## src/rtl/idelay_tap_ctrl.sv

```systemverilog
// -----------------------------------------------------------------------------
// idelay_tap_ctrl
//
// Run-time tap controller for a bank of WIDTH IDELAYE2 primitives (VAR_LOAD
// mode) on the RGMII RX path. After the shared IDELAYCTRL reports ready, every
// lane is loaded with DEFAULT_TAP and read back. The controller then serves
// load / increment / decrement / reload-all commands over a valid/ready
// interface, reads CNTVALUEOUT back after every change and reports the result.
//
// Ports:
//   clk_200m         sole clock (IDELAYCTRL reference clock)
//   sys_rst          synchronous, active-high reset
//   idelayctrl_rdy   IDELAYCTRL RDY
//   cmd_valid/ready  command handshake; cmd_ready is high only in IDLE
//   cmd_op           00 load, 01 inc, 10 dec, 11 reload all defaults
//   cmd_lane         target lane (ignored for reload-all)
//   cmd_tap          tap value for load
//   resp_valid       one-cycle response pulse, qualifies resp_err/resp_tap
//   resp_err         readback mismatch or rejected command
//   resp_tap         readback tap of the target lane (reload-all: last lane)
//   init_done        default taps applied, serving commands
//   init_err         sticky readback mismatch seen during init
//   dly_ld/dly_ce    per-lane LD / CE pulses (at most one bit high overall)
//   dly_inc          INC level shared by all lanes
//   dly_cntvaluein   CNTVALUEIN shared by all lanes
//   dly_cntvalueout  CNTVALUEOUT bus; lane i at bits [5i+4:5i]
// -----------------------------------------------------------------------------
`timescale 1ns/1ps

module idelay_tap_ctrl #(
  parameter int WIDTH         = 4,
  parameter int LANE_W        = 2,
  parameter int DEFAULT_TAP   = 0,
  parameter int SETTLE_CYCLES = 4
) (
  input  logic                clk_200m,
  input  logic                sys_rst,
  input  logic                idelayctrl_rdy,
  input  logic                cmd_valid,
  output logic                cmd_ready,
  input  logic [1:0]          cmd_op,
  input  logic [LANE_W-1:0]   cmd_lane,
  input  logic [4:0]          cmd_tap,
  output logic                resp_valid,
  output logic                resp_err,
  output logic [4:0]          resp_tap,
  output logic                init_done,
  output logic                init_err,
  output logic [WIDTH-1:0]    dly_ld,
  output logic [WIDTH-1:0]    dly_ce,
  output logic                dly_inc,
  output logic [4:0]          dly_cntvaluein,
  input  logic [5*WIDTH-1:0]  dly_cntvalueout
);

  localparam logic [3:0] S_WAIT_RDY    = 4'd0;
  localparam logic [3:0] S_INIT_PULSE  = 4'd1;
  localparam logic [3:0] S_INIT_SETTLE = 4'd2;
  localparam logic [3:0] S_INIT_CHECK  = 4'd3;
  localparam logic [3:0] S_IDLE        = 4'd4;
  localparam logic [3:0] S_PULSE       = 4'd5;
  localparam logic [3:0] S_SETTLE      = 4'd6;
  localparam logic [3:0] S_CHECK       = 4'd7;
  localparam logic [3:0] S_RESP        = 4'd8;

  localparam logic [1:0] OP_LOAD   = 2'b00;
  localparam logic [1:0] OP_INC    = 2'b01;
  localparam logic [1:0] OP_DEC    = 2'b10;
  localparam logic [1:0] OP_RELOAD = 2'b11;

  localparam logic [4:0]        DEF_TAP     = 5'(DEFAULT_TAP);
  localparam logic [3:0]        SETTLE_LAST = 4'(SETTLE_CYCLES - 1);
  localparam logic [LANE_W-1:0] LAST_LANE   = LANE_W'(WIDTH - 1);

  // Registered state
  logic [3:0]        state_q, state_d;
  logic              rdy_q, rdy_d;
  logic [LANE_W-1:0] lane_q, lane_d;
  logic [1:0]        op_q, op_d;
  logic [4:0]        tap_q, tap_d;
  logic [4:0]        old_q, old_d;
  logic [3:0]        cnt_q, cnt_d;
  logic              reload_q, reload_d;
  logic              any_err_q, any_err_d;
  logic              init_done_q, init_done_d;
  logic              init_err_q, init_err_d;
  logic              resp_valid_q, resp_valid_d;
  logic              resp_err_q, resp_err_d;
  logic [4:0]        resp_tap_q, resp_tap_d;
  logic              cmd_ready_q, cmd_ready_d;
  logic [WIDTH-1:0]  dly_ld_q, dly_ld_d;
  logic [WIDTH-1:0]  dly_ce_q, dly_ce_d;
  logic              dly_inc_q, dly_inc_d;
  logic [4:0]        dly_cval_q, dly_cval_d;

  // Combinational helpers
  logic [4:0]        rb_lane;   // readback of the lane being worked on
  logic [4:0]        rb_cmd;    // readback of the lane addressed by cmd_lane
  logic              cmd_lane_ok;
  logic [4:0]        exp_tap;
  logic              mism;
  logic              outstanding;
  logic [WIDTH-1:0]  lane_oh;

  // Out-of-range lanes read back as 0 so a rejected command still reports a
  // defined value.
  function automatic logic [4:0] lane_tap(input logic [5*WIDTH-1:0] bus,
                                          input logic [LANE_W-1:0]  lane);
    logic [4:0] t;
    t = '0;
    for (int i = 0; i < WIDTH; i++) begin
      if (lane == LANE_W'(i)) t = bus[5*i +: 5];
    end
    return t;
  endfunction

  assign rb_lane     = lane_tap(dly_cntvalueout, lane_q);
  assign rb_cmd      = lane_tap(dly_cntvalueout, cmd_lane);
  assign cmd_lane_ok = int'(cmd_lane) < WIDTH;

  always_comb begin
    // NOTE: every signal written here gets a default first; a path that
    // leaves one unassigned would infer a latch.
    state_d      = state_q;
    rdy_d        = idelayctrl_rdy;
    lane_d       = lane_q;
    op_d         = op_q;
    tap_d        = tap_q;
    old_d        = old_q;
    cnt_d        = cnt_q;
    reload_d     = reload_q;
    any_err_d    = any_err_q;
    init_done_d  = init_done_q;
    init_err_d   = init_err_q;
    resp_valid_d = 1'b0;
    resp_err_d   = 1'b0;
    resp_tap_d   = 5'd0;
    exp_tap      = tap_q;
    mism         = 1'b0;
    outstanding  = 1'b0;

    case (state_q)
      S_WAIT_RDY: begin
        // Two consecutive high samples of RDY before touching the bank.
        if (idelayctrl_rdy && rdy_q) begin
          state_d   = S_INIT_PULSE;
          lane_d    = '0;
          reload_d  = 1'b0;
          any_err_d = 1'b0;
        end
      end
      S_INIT_PULSE: begin
        state_d = S_INIT_SETTLE;
        cnt_d   = SETTLE_LAST;
      end
      S_INIT_SETTLE: begin
        if (cnt_q == 4'd0) state_d = S_INIT_CHECK;
        else               cnt_d   = cnt_q - 4'd1;
      end
      S_INIT_CHECK: begin
        mism = (rb_lane != DEF_TAP);
        // A reload-all reports through the response, not through init_err.
        if (mism) begin
          if (reload_q) any_err_d  = 1'b1;
          else          init_err_d = 1'b1;
        end
        if (lane_q == LAST_LANE) begin
          if (reload_q) begin
            state_d      = S_RESP;
            reload_d     = 1'b0;
            resp_valid_d = 1'b1;
            resp_err_d   = any_err_q | mism;
            resp_tap_d   = rb_lane;
          end else begin
            state_d     = S_IDLE;
            init_done_d = 1'b1;
          end
        end else begin
          state_d = S_INIT_PULSE;
          lane_d  = lane_q + LANE_W'(1);
        end
      end
      S_IDLE: begin
        if (cmd_valid) begin
          op_d  = cmd_op;
          lane_d = cmd_lane;
          tap_d = cmd_tap;
          old_d = rb_cmd;
          if (cmd_op == OP_RELOAD) begin
            state_d   = S_INIT_PULSE;
            lane_d    = '0;
            reload_d  = 1'b1;
            any_err_d = 1'b0;
          end else if (!cmd_lane_ok ||
                       (cmd_op == OP_INC && rb_cmd == 5'd31) ||
                       (cmd_op == OP_DEC && rb_cmd == 5'd0)) begin
            // The primitive's counter wraps; never step it past either end.
            state_d      = S_RESP;
            resp_valid_d = 1'b1;
            resp_err_d   = 1'b1;
            resp_tap_d   = rb_cmd;
          end else begin
            state_d = S_PULSE;
          end
        end
      end
      S_PULSE: begin
        state_d = S_SETTLE;
        cnt_d   = SETTLE_LAST;
      end
      S_SETTLE: begin
        if (cnt_q == 4'd0) state_d = S_CHECK;
        else               cnt_d   = cnt_q - 4'd1;
      end
      S_CHECK: begin
        case (op_q)
          OP_INC:  exp_tap = old_q + 5'd1;
          OP_DEC:  exp_tap = old_q - 5'd1;
          default: exp_tap = tap_q;
        endcase
        state_d      = S_RESP;
        resp_valid_d = 1'b1;
        resp_err_d   = (rb_lane != exp_tap);
        resp_tap_d   = rb_lane;
      end
      S_RESP: begin
        state_d = S_IDLE;
      end
      default: begin
        state_d = S_WAIT_RDY;
      end
    endcase

    // Losing IDELAYCTRL ready aborts whatever is running; an accepted command
    // still gets exactly one (failed) response.
    if (state_q != S_WAIT_RDY && !idelayctrl_rdy) begin
      outstanding = (state_q == S_PULSE) || (state_q == S_SETTLE) ||
                    (state_q == S_CHECK) ||
                    (reload_q && ((state_q == S_INIT_PULSE) ||
                                  (state_q == S_INIT_SETTLE) ||
                                  (state_q == S_INIT_CHECK)));
      state_d      = S_WAIT_RDY;
      init_done_d  = 1'b0;
      reload_d     = 1'b0;
      resp_valid_d = outstanding;
      resp_err_d   = outstanding;
      resp_tap_d   = outstanding ? rb_lane : 5'd0;
    end

    // Bank-side outputs are decoded from the next state so they leave the
    // block straight from flops.
    for (int i = 0; i < WIDTH; i++) lane_oh[i] = (lane_d == LANE_W'(i));
    cmd_ready_d = (state_d == S_IDLE);
    dly_ld_d    = '0;
    dly_ce_d    = '0;
    dly_inc_d   = 1'b0;
    dly_cval_d  = 5'd0;
    if (state_d == S_INIT_PULSE) begin
      dly_ld_d   = lane_oh;
      dly_cval_d = DEF_TAP;
    end else if (state_d == S_PULSE) begin
      if (op_d == OP_LOAD) begin
        dly_ld_d   = lane_oh;
        dly_cval_d = tap_d;
      end else begin
        dly_ce_d  = lane_oh;
        dly_inc_d = (op_d == OP_INC);
      end
    end
  end

  always_ff @(posedge clk_200m) begin
    // NOTE: sequential state uses non-blocking assignments so every flop
    // samples the pre-edge value regardless of statement order.
    if (sys_rst) begin
      state_q      <= S_WAIT_RDY;
      rdy_q        <= 1'b0;
      lane_q       <= '0;
      op_q         <= 2'b00;
      tap_q        <= 5'd0;
      old_q        <= 5'd0;
      cnt_q        <= 4'd0;
      reload_q     <= 1'b0;
      any_err_q    <= 1'b0;
      init_done_q  <= 1'b0;
      init_err_q   <= 1'b0;
      resp_valid_q <= 1'b0;
      resp_err_q   <= 1'b0;
      resp_tap_q   <= 5'd0;
      cmd_ready_q  <= 1'b0;
      dly_ld_q     <= '0;
      dly_ce_q     <= '0;
      dly_inc_q    <= 1'b0;
      dly_cval_q   <= 5'd0;
    end else begin
      state_q      <= state_d;
      rdy_q        <= rdy_d;
      lane_q       <= lane_d;
      op_q         <= op_d;
      tap_q        <= tap_d;
      old_q        <= old_d;
      cnt_q        <= cnt_d;
      reload_q     <= reload_d;
      any_err_q    <= any_err_d;
      init_done_q  <= init_done_d;
      init_err_q   <= init_err_d;
      resp_valid_q <= resp_valid_d;
      resp_err_q   <= resp_err_d;
      resp_tap_q   <= resp_tap_d;
      cmd_ready_q  <= cmd_ready_d;
      dly_ld_q     <= dly_ld_d;
      dly_ce_q     <= dly_ce_d;
      dly_inc_q    <= dly_inc_d;
      dly_cval_q   <= dly_cval_d;
    end
  end

  assign cmd_ready      = cmd_ready_q;
  assign resp_valid     = resp_valid_q;
  assign resp_err       = resp_err_q;
  assign resp_tap       = resp_tap_q;
  assign init_done      = init_done_q;
  assign init_err       = init_err_q;
  assign dly_ld         = dly_ld_q;
  assign dly_ce         = dly_ce_q;
  assign dly_inc        = dly_inc_q;
  assign dly_cntvaluein = dly_cval_q;

endmodule

```

## config.mk

```make
export PLATFORM = sky130hd
export DESIGN_NAME = idelay_tap_ctrl
export DESIGN_NICKNAME = d
export VERILOG_FILES = /design/src/rtl/idelay_tap_ctrl.sv
export SDC_FILE = /design/constraint.sdc
export NUM_CORES = 1
export LEC_CHECK = 0
export ABC_CLOCK_PERIOD_IN_PS = 2950
export BUFFER_PORTS_ARGS = -buffer_cell sky130_fd_sc_hd__buf_2
export CAP_MARGIN = 20
export CORE_AREA = 2 2 77 97
export DETAILED_ROUTE_END_ITERATION = 8
export DIE_AREA = 0 0 79 99
export PLACE_DENSITY = 0.66
export SYNTH_ARGS = -nofsm -noshare
export SYNTH_HDL_FRONTEND = slang
export SYNTH_SLANG_ARGS = --single-unit
```

## constraint.sdc

```tcl
create_clock -name clk_200m -period 2.95 [get_ports clk_200m]
set_input_delay 0.295 -clock clk_200m [delete_from_list [all_inputs] [get_ports clk_200m]]
set_output_delay 0.295 -clock clk_200m [all_outputs]
set_load 0.05 [all_outputs]
```

Word level (Yosys, flattened, before mapping)

Index checks and enable logic that the tools add are counted.

Bits in registers: 49
Output and inout bits: 24
Logic and storage cells: 159

Reductions and logical operators: 34
Equality and inequality tests: 35
Add/sub/neg operators: 4
Bitwise logic cells: 4
Multiplexer cells: 63

Operators by type and width:

| operator                                       | count |
|---|---|
| 2-to-1 mux 5 bit                               | 18 |
| 2-to-1 mux 4 bit                               | 13 |
| one-hot mux 4 bit (9 select lines)             | 1 |
| == test 4 x 3 -> 1 bit (second input constant) | 6 |
| == test 2 bit (second input constant)          | 9 |
| 2-to-1 mux 1 bit                               | 17 |
| one-hot mux 5 bit (3 select lines)             | 1 |
| inequality test 2 bit (second input constant)  | 7 |
| == test 2 x 1 -> 1 bit (second input constant) | 6 |
| 2-to-1 mux 2 bit                               | 6 |
| one-hot mux 1 bit (3 select lines)             | 4 |
| one-hot mux 5 bit (2 select lines)             | 1 |
| == test 4 x 1 -> 1 bit (second input constant) | 2 |
| == test 4 x 2 -> 1 bit (second input constant) | 2 |
| logical NOT 2 bit                              | 4 |
| logical NOT 4 bit                              | 2 |
| one-hot mux 4 bit (2 select lines)             | 1 |
| OR reduction 4 bit                             | 2 |
| logical OR 1 bit                               | 6 |
| one-hot mux 2 bit (3 select lines)             | 1 |
| AND reduction 3 bit                            | 2 |
| AND reduction 6 bit                            | 1 |
| OR reduction 2 bit                             | 3 |
| adder 5 x 1 -> 5 bit (second input constant)   | 1 |
| 17 further kinds                               | 24 |

Depth between registers and ports, before layout

Depth after elaboration: 16
Gate-level depth with buffers: 10
Depth with buffers taken out: 10

Worst setup path after synthesis

OpenSTA, ideal clock, no wires.

Path type: register -> register
Start point: register op_q[0]
End point: register resp_err_q (netlist: resp_err)
Path slack: 696 ps
Period minus slack after synthesis: 2254 ps
Stages on the path, launching flop included: 11
Data arrival time: 2174 ps
Required time: 2869 ps
Path through: dfxtp_1 inv_1 ha_1 inv_1 fa_1 nand2b_1 a2111oi_0 a221oi_1 xnor2_1 a31o_2 a41oi_1

Word-level cells in the longest chain between the ends: 6

Ends and longest elaborated chain:

| item                                                    | line | text |
|---|---|---|
| start, declared                                         | 79   | `logic [1:0] op_q, op_d;` |
| start signal, assigned                                  | 299  | `op_q <= op_d;` |
| == test 2 bit or == test 2 x 1 -> 1 bit (tied branches) | 216  | `case (op_q)` |
| one-hot mux 5 bit (2 select lines) (*)                  | 216  |  |
| 2-to-1 mux 5 bit (*)                                    | 142  | `case (state_q)` |
| inequality test 5 bit (*)                               | 223  | `resp_err_d = (rb_lane != exp_tap);` |
| one-hot mux 1 bit (3 select lines) (*)                  | 142  |  |
| 2-to-1 mux 1 bit (*)                                    | 236  | `if (state_q != S_WAIT_RDY && !idelayctrl_rdy) begin` |
| end signal, assigned                                    | 308  | `resp_err_q <= resp_err_d;` |
| end, declared                                           | 88   | `logic resp_err_q, resp_err_d;` |

Mark *: on every way between the ends. The rest lies on a longest branch, timed or not. The select of a mux whose other input is x is not followed.
A chain may end at the register's enable or synchronous reset.

Final worst setup path

Start point: register state_q[2]
End point: register resp_tap_q[4] (netlist: resp_tap[4])

Word-level cells in the longest chain between the ends: 7

Ends and longest elaborated chain:

| item                                                             | line     | text |
|---|---|---|
| start, declared                                                  | 76       | `logic [3:0] state_q, state_d;` |
| start signal, assigned                                           | 296      | `state_q <= state_d;` |
| == test 4 x 1 -> 1 bit or == test 4 x 2 -> 1 bit (tied branches) | 239, 240 |  |
| logical OR 1 bit                                                 | 239      | `(reload_q && ((state_q == S_INIT_PULSE) \|\|` |
| logical OR 1 bit                                                 | 240      | `(state_q == S_INIT_SETTLE) \|\|` |
| logical AND 1 bit                                                | 239      |  |
| logical OR 1 bit                                                 | 238      | `(state_q == S_CHECK) \|\|` |
| 2-to-1 mux 5 bit                                                 | 247      | `resp_tap_d = outstanding ? rb_lane : 5'd0;` |
| 2-to-1 mux 5 bit (*)                                             | 236      |  |
| end signal, assigned                                             | 309      | `resp_tap_q <= resp_tap_d;` |
| end, declared                                                    | 89       | `logic [4:0] resp_tap_q, resp_tap_d;` |

Mark *: on every way between the ends. The rest lies on a longest branch, timed or not.

==> metrics <==
final hold violations 0; cell-internal power about 0.9 mW; Worst setup EP type flop; sequential group share of total power about 55%; CP max FO 13; share of cells above drive strength 1 ~26%; commonest cells in the netlist dfxtp_1 (49), nor2_1 (33), nand2_1 (28); area growth from synthesis to layout 16.7%; Final period util between 80% and 90%; Main synth FF type dfxtp_1; io pins 57; syn_nets ~340; RSZ-0062 raised after global routing false; Final setup viols 0; Final GP Congestion approximately 0.87; data required time of the worst path 3190 ps; PwrDens 395 nW/um^2; Gate Count Post-Synth about 300; GRT Total Usage roughly 18%; peak supply drop around 160 uV; number of cell rows 34; headroom to the max-slew limit between 50% and 60%; DRT iter0 DRCs ~150; die area 7820 sq um; Setup crit start state_q[2]; Psw 0.335 mW; Worst setup endpoint resp_tap[4]; Reg2Reg Setup Slack 430 ps; routed wire length roughly 6.7 mm; clock network power share 32.4%; post_cts resized 0; # clock sinks a little under 50; CTS tree yes; Post-synth EDFFs 0; unique cell type count in the Yosys netlist 54; die height 99 microns; global-route wire length before repair 10.8 mm; max-cap violations 0; CP Launch Type flop; reg2reg path depth 6; die width about 79 microns; CTS Buffer Depth 2; Pleak ~1.2 nW; R2R Path End resp_tap[4]; largest net degree at the start of global routing 34; ANT nets after route 0; register bit total from synthesis 49; Yosys top cell by area dfxtp_1; post-synthesis cell area around 2700 sq um; final net count a little under 400; Worst-Margin Slew ~680 ps; number of global-route vias before repair between 2,000 and 2,500; core box area between 6000 and 7000 sq um; Synth Area per Inst around 8.9 sq um; I/O Buffers 56; TritonRoute pass-1 iters 4; top cells by area, synth dfxtp_1 (37%), mux4_2 (8.4%), nor2_1 (4.6%); CTS Root Cell clkbuf_8; clock latency at the later pin of the worst-skew pair just over 300 ps; Total Neg Setup Slack 0 ps; clock transition at the registers of the reported paths around 90 ps; Initial Util about two fifths; Ys Warns 0; switch share between 20 and 30%; ANT cells 0; Setup CP Type flop to flop; vias per std cell 5.36; grt ovf 0; Worst Skew approximately 7 ps; initial antenna violation count 0; hpwl dp 5.25 mm; Worst EP arrival roughly 2800 ps; cts hold-fix bufs 0; Async S/R FF share, synth 0%; Gate power share 12.7%; top-area cell type share of the netlist area 36.7%; CTS Buf Count 5; H-tree levels 2; Max Freq just under 400 MHz; outcome finished, final reports clean; total power 1.23 mW; Hold Path Depth 3; count leader, synth dfxtp_1; Pins Over Slew Limit 0; sequential share of the synthesized area roughly 37%; worst reg2reg startpoint state_q[2]; routed via count approximately 2,400; Fillers 690; Tmin final approximately 2500 ps; DRC 0; postcts setup bufs 0; wire per inst between 15 and 20 microns; hold crit path type input pin to flop
[how the worst min path moves through the flow]
| stage | start | to | slack, ps |
|---|---|---|---|
| after CTS | cmd_tap[4] | tap_q[4] | 240 |
| after floorplan | cmd_op[0] | op_q[0] | 430 |
| final | cmd_tap[4] | tap_q[4] | 240 |
| after global routing | cmd_tap[1] | tap_q[1] | 250 |
| after global placement | init_err | init_err | 450 |
| after detailed placement | old_q[3] | old_q[3] | 460 |
[layout by cell type, fill, tap and decap left out, types with 6 or more instances in the layout]
| cell type | instances |
|---|---|
| a21oi_1 | 19 |
| or3_1 | 7 |
| mux4_2 | 10 |
| nor3_1 | 14 |
| o21ai_0 | 9 |
| inv_1 | 14 |
| xnor2_1 | 6 |
| and2_1 | 6 |
| dfxtp_1 | 49 |
| a221oi_1 | 6 |
| buf_2 | 56 |
| nor2_1 | 33 |
| nand2_1 | 28 |
[cell families (layout without fill, tap and decap cells)]
| logic type | Yosys count | in the layout | share of synthesized area (%) |
|---|---|---|---|
| flip-flops | 49 | 49 | 36.7 |
| AND/OR/NAND/NOR | 118 | 118 | 22.6 |
| adder cells (fa/ha/maj) | 7 | 7 | 3.46 |
| buffers and inverters | 30 | 83 | 4.68 |
| multiplexers | 14 | 14 | 9.92 |
| AO/OA/AOI/OAI | 72 | 72 | 19.7 |
| XOR/XNOR | 9 | 9 | 2.95 |
[flip-flops by register name, indices dropped and copies added, names as in the netlist, 2 cells and up]
signal / flops
dly_ce: 4
dly_ld: 4
lane_q: 2
cnt_q: 4
resp_tap: 5
dly_cntvaluein: 5
state_q: 4
op_q: 2
tap_q: 5
old_q: 5
[per-stage QoR]
stage / util (%) / hold WS, ps / area (sq um) / setup WS (ps) / cells
3_3_place_gp: 44.0 / 447 / 3030 / 500 / 434
6_report: 45.3 / 238 / 3120 / 427 / 442
4_1_cts: 45.3 / 236 / 3120 / 458 / 442
2_1_floorplan: - / 431 / 2680 / 696 / 299
3_5_place_dp: 44.0 / 458 / 3030 / 472 / 434
5_1_grt: 45.3 / 247 / 3120 / 227 / 442
[worst max-delay path, stage by stage (launching register included)]
cell and delay, ps:
dfxtp_1 550, nor2b_1 290, nand3_1 210, nor2_1 470
o31ai_1 190, or4b_4 610, a21oi_2 140
[routing by layer]
layer	part of all wire [%]	wire length (microns)	up-vias	global-route usage, %
met5	0	0	-	0
met2	53	3510	66	30.8
met4	1.1	76	0	5.70
met3	4.7	312	7	2.47
met1	41	2760	1096	22.1
li1	-	-	1199	-
[final cells by class]
cell class                 count  area (sq um)  share of cell area (%)
clock buffer                   5          68.8                    2.20
clock inverter                 3          21.3                   0.681
inverter                      14          52.6                    1.68
multi-input combinational    220          1570                    50.2
sequential                    49           981                    31.4
tap                           90           113                    3.61
timing repair buffer          61           318                    10.2
[power groups by stage]
stage | clock [mW] | sequential, mW | combinational (mW)
finish | 0.400 | 0.678 | 0.157
global route | 0.436 | 0.680 | 0.173
CTS | 0.419 | 0.678 | 0.157
floorplan | 0 | 0.692 | 0.108
detailed placement | 0 | 0.693 | 0.157
global placement | 0 | 0.693 | 0.156
Power figures use the tool's default switching activity.
